`config.mk`:
```
export PLATFORM = sky130hd
export DESIGN_NAME = stream_mux_rr
export DESIGN_NICKNAME = d
export VERILOG_FILES = /design/src/rtl/mux_pkg.sv /design/src/rtl/rr_pick.sv /design/src/rtl/stream_mux_rr.sv
export SDC_FILE = /design/constraint.sdc
export NUM_CORES = 1
export LEC_CHECK = 0
export ABC_AREA = 1
export CAP_MARGIN = 20
export CELL_PAD_IN_SITES_DETAIL_PLACEMENT = 0
export CELL_PAD_IN_SITES_GLOBAL_PLACEMENT = 1
export CORE_MARGIN = 3
export CORE_UTILIZATION = 30
export DETAILED_ROUTE_END_ITERATION = 8
export HOLD_SLACK_MARGIN = 0.03
export PLACE_DENSITY_LB_ADDON = 0.1
export SYNTH_ARGS = -nofsm -noshare
export SYNTH_HDL_FRONTEND = slang
export SYNTH_SLANG_ARGS = --single-unit
```
`constraint.sdc`:
```
create_clock -name clk -period 3.6 [get_ports clk]
set_clock_uncertainty 0.2 [all_clocks]
set_input_delay 0.36 -clock clk [delete_from_list [all_inputs] [get_ports clk]]
set_output_delay 0.36 -clock clk [all_outputs]
set_load 0.01 [all_outputs]
```
`src/rtl/mux_pkg.sv`:
```
// mux_pkg: shared types and helpers for the stream multiplexer
package mux_pkg;
  typedef enum logic {MODE_SEL = 1'b0, MODE_RR = 1'b1} mux_mode_e;
  typedef enum logic {EMPTY = 1'b0, FULL = 1'b1} out_state_e;
  function automatic int wrap(input int c, input int n);
    return (c >= n) ? c - n : c;
  endfunction
endpackage

```
`src/rtl/rr_pick.sv`:
```
// rr_pick: rotate-priority find-first over req, starting at ptr
module rr_pick
  import mux_pkg::*;
#(
  parameter int N_CH = 4,
  localparam int SELW = $clog2(N_CH)
) (
  input  logic [N_CH-1:0] req,
  input  logic [SELW-1:0] ptr,
  output logic            found,
  output logic [SELW-1:0] idx
);
  // Scan farthest-first so the candidate nearest ptr wins; ptr is always < N_CH.
  always_comb begin
    found = 1'b0;
    idx = '0;
    for (int k = N_CH - 1; k >= 0; k--) begin
      if (req[wrap(int'(ptr) + k, N_CH)]) begin
        found = 1'b1;
        idx = SELW'(wrap(int'(ptr) + k, N_CH));
      end
    end
  end
endmodule

```
`src/rtl/stream_mux_rr.sv`:
```
// stream_mux_rr: N-input registered stream mux with explicit-select or round-robin grant
module stream_mux_rr
  import mux_pkg::*;
#(
  parameter int N_CH = 4,
  parameter int W = 8,
  localparam int SELW = $clog2(N_CH)
) (
  input  logic              clk,
  input  logic              rst_n,
  input  mux_mode_e         mode,
  input  logic [SELW-1:0]   sel,
  input  logic [N_CH-1:0]   in_valid,
  input  logic [N_CH*W-1:0] in_data,
  output logic [N_CH-1:0]   in_ready,
  output logic              out_valid,
  output logic [W-1:0]      out_data,
  output logic [SELW-1:0]   out_ch,
  input  logic              out_ready
);
  out_state_e state, state_nx;
  logic [SELW-1:0] rr_ptr, pick_idx, gnt_idx;
  logic pick_found, grant, can_load, xfer;
  rr_pick #(.N_CH(N_CH)) u_pick (
    .req(in_valid),
    .ptr(rr_ptr),
    .found(pick_found),
    .idx(pick_idx)
  );
  assign out_valid = (state == FULL);
  assign can_load = !out_valid || out_ready;
  assign gnt_idx = (mode == MODE_RR) ? pick_idx : sel;
  assign grant = (mode == MODE_RR) ? pick_found : (int'(sel) < N_CH) && in_valid[sel];
  // rst_n gate keeps every in_ready low while reset is held
  assign xfer = grant && can_load && rst_n;
  assign in_ready = xfer ? (N_CH'(1) << gnt_idx) : '0;
  always_comb state_nx = can_load ? (xfer ? FULL : EMPTY) : state;
  always_ff @(posedge clk or negedge rst_n) begin
    if (!rst_n) begin
      state <= EMPTY;
      out_data <= '0;
      out_ch <= '0;
      rr_ptr <= '0;
    end else begin
      state <= state_nx;
      if (xfer) begin
        out_data <= in_data[gnt_idx*W +: W];
        out_ch <= gnt_idx;
        if (mode == MODE_RR) rr_ptr <= (int'(gnt_idx) == N_CH - 1) ? '0 : gnt_idx + SELW'(1);
      end
    end
  end
endmodule

```
==> results of run 1 <==
## registers in the layout, indices dropped and copies added (netlist names)
register	flops
out_data	8
out_valid	1
rr_ptr	2
out_ch	2
## logic make-up (layout without fill, tap and decap cells)
family	count (synthesis)	count (layout)	share of synthesized area, %
simple gates	129	129	49.7
compound gates	14	14	6.80
flops	13	13	24.9
buf+inv	54	112	18.6
## final timing paths
path | from | endpoint | slack, ps | depth (start not counted)
hold reg to reg | out_data[1] | out_data[1] | 280 | 2
hold / removal | rst_n | out_valid | 250 | 2
setup reg to reg | rr_ptr[0] | out_data[4] | 1420 | 13
setup / recovery | in_valid[2] | in_ready[2] | 360 | 12
min in group clk | out_data[1] | out_data[1] | 280 | 2
max in group asynchronous | rst_n | out_data[6] | 2790 | 2
## metal layers
metal  vias to the layer above  global-route usage [%]  wire length, um
li1                        757                       -                -
met1                       627                    16.7             1480
met2                        38                    26.7             1900
met3                         4                    2.77              147
met4                         0                    2.92               23
met5                         -                       0                0
## report_power, final
part	internal [mW]	total [mW]	switching, mW
registers	0.215	0.263	0.0483
clock network	0.0780	0.126	0.0484
logic	0.339	0.781	0.441
## layout by cell type (no fill, tap or decap)
| cell | instances |
|---|---|
| nand2_1 | 61 |
| clkdlybuf4s50_1 | 56 |
| inv_1 | 45 |
| nand3_1 | 32 |
| nand2_2 | 15 |
| dfrtp_1 | 13 |
| nand3_2 | 8 |
| nor2_1 | 7 |
| buf_4 | 5 |
| o21ai_0 | 4 |
| o21ai_2 | 3 |
| a21oi_1 | 3 |
| clkbuf_8 | 3 |
| o21ai_1 | 2 |
| a221oi_1 | 2 |
| nor3_1 | 2 |
| or2_2 | 1 |
| nor2_2 | 1 |
| inv_2 | 1 |
| nand3_4 | 1 |
| nand2_8 | 1 |
| clkinv_1 | 1 |
| clkbuf_1 | 1 |
## layout make-up
type,count,area (um^2)
repair buffers,61,598
multi-input cells,143,738
clock buffers,4,45.0
well taps,50,62.6
fillers,448,2140
inverters,47,176
flip-flops and latches,13,325
## critical path, delay by kind of cell
family,cells,cell delay (ps)
buf+inv,5,1270
simple gates,6,830
compound gates,1,220
## stage by stage
step                hold WS (ps)  cells  total power [mW]  util, %  setup WS [ps]
floorplan                   -136    210             0.808        -           1400
global placement             264    314              1.06     46.5            394
finish                       254    318              1.17     47.6            357
CTS                          258    318              1.19     47.6            336
global route                 274    318              1.29     47.6            117
detailed placement           264    314              1.05     46.5            348
==> reports/results.tsv, run 1 <==
metric	value	unit
status	finished, final reports clean	
share of cells above drive strength 1	14.6	%
Max stage delay cell, worst path	clkdlybuf4s50_1	
Worst-Margin Slew	399	ps
post-synth top area share	24.9	%
Critical Path Start Type	primary input	
initial antenna violation count	0	
Avg WL per Cell	11.2	um
Synth Register Bits	13	
core area	4090	um^2
HPWL Detailed	2850	um
largest net degree at the start of global routing	20	
Critical Path AT	2680	ps
headroom to the max-slew limit	73.3	%
Hold Buf Count CTS	0	
GRT Resource Usage Total	14.2	%
Root Buffer	clkbuf_8	
TritonRoute pass-1 iters	4	
nets	311	
Antenna diodes	0	
Mapped Nets	252	
chip width	72.0	um
CTS tree	yes	
Core Rows	23	
WP data required	3040	ps
Synth area leaders	dfrtp_1 25%, nand2_1 18%, inv_1 13%	
CTS sink count	13	
fmax	308	MHz
Finish-stage setup viols	0	
worst skew pair latency	240	ps
CP peak stage delay	560	ps
H-tree depth	1	
Non-Filler Cell Area, Final	1950	um^2
PD cells	601	nW/um^2
commonest cells in the netlist	61 x nand2_1, 45 x inv_1, 32 x nand3_1, 15 x nand2_2, 13 x dfrtp_1	
min cycle time layout	3240	ps
initial core utilization	32.0	%
area leader, netlist	dfrtp_1	
leak pwr	1.03	nW
first-pass GRT wire length	5930	um
Worst Setup Path Type	primary input to output pin	
Num CTS Buffers	3	
vias in the first global route	1372	
crit share post-route	90.1	%
CTS clk-pin slew, worst paths	50	ps
Placer Congestion	0.863	
Syn Area/Cell	6.22	um^2
ANT nets after route	0	
Clock Tree Buf Depth	2	
FFs w/ async S/R, synth	100	%
Synth Flop Type	dfrtp_1	
max cap viols	0	
Ys Warns	0	
fin. max-slew vios	0	
GRT Residual Overflow	0	
RSZ-0062 raised after global routing	no	
worst hold path type	primary input to asynchronous set/reset pin	
wirelength, routed	3550	um
top-count cell post-synth	nand2_1	
Critical Path, Cell by Cell	clkdlybuf4s50_1, inv_1, o21ai_1, nand2_1, nand2_1, inv_2, nand3_2, nand3_4, nand2_8, inv_1, nor3_1, clkdlybuf4s50_1	
IO Pins	57	
final setup TNS	0	ps
Die ar.	5180	um^2
DR vias/cell	4.48	
final hold vios	0	
1st-iter DRT viols	68	
placed cell areas	1900	um^2
critical path peak fanout	19	
Mapped Area	1310	um^2
area growth from synthesis to layout	48.9	%
CP Capture Type	output pin	
number of buffers inserted by port buffering	56	
Mapped Cells	210	
cts repair resizes	0	
part of the Yosys area used for sequential elements	24.9	%
total number of vias	1426	
die height	72.0	um
DRC	0	
Unique masters post-synth	23	
Peak VDD IR	205	uV
Post-synth EDFFs	0	
Post-CTS Setup Bufs	0	
(Power assumes the default switching activity.)
==> inputs of run 2 (changes only) <==
SKIP_CTS_REPAIR_TIMING = 1   (was unset)
==> results of run 2 <==
Same layout as run 1: the final DEF is identical, and so are final timing and power.
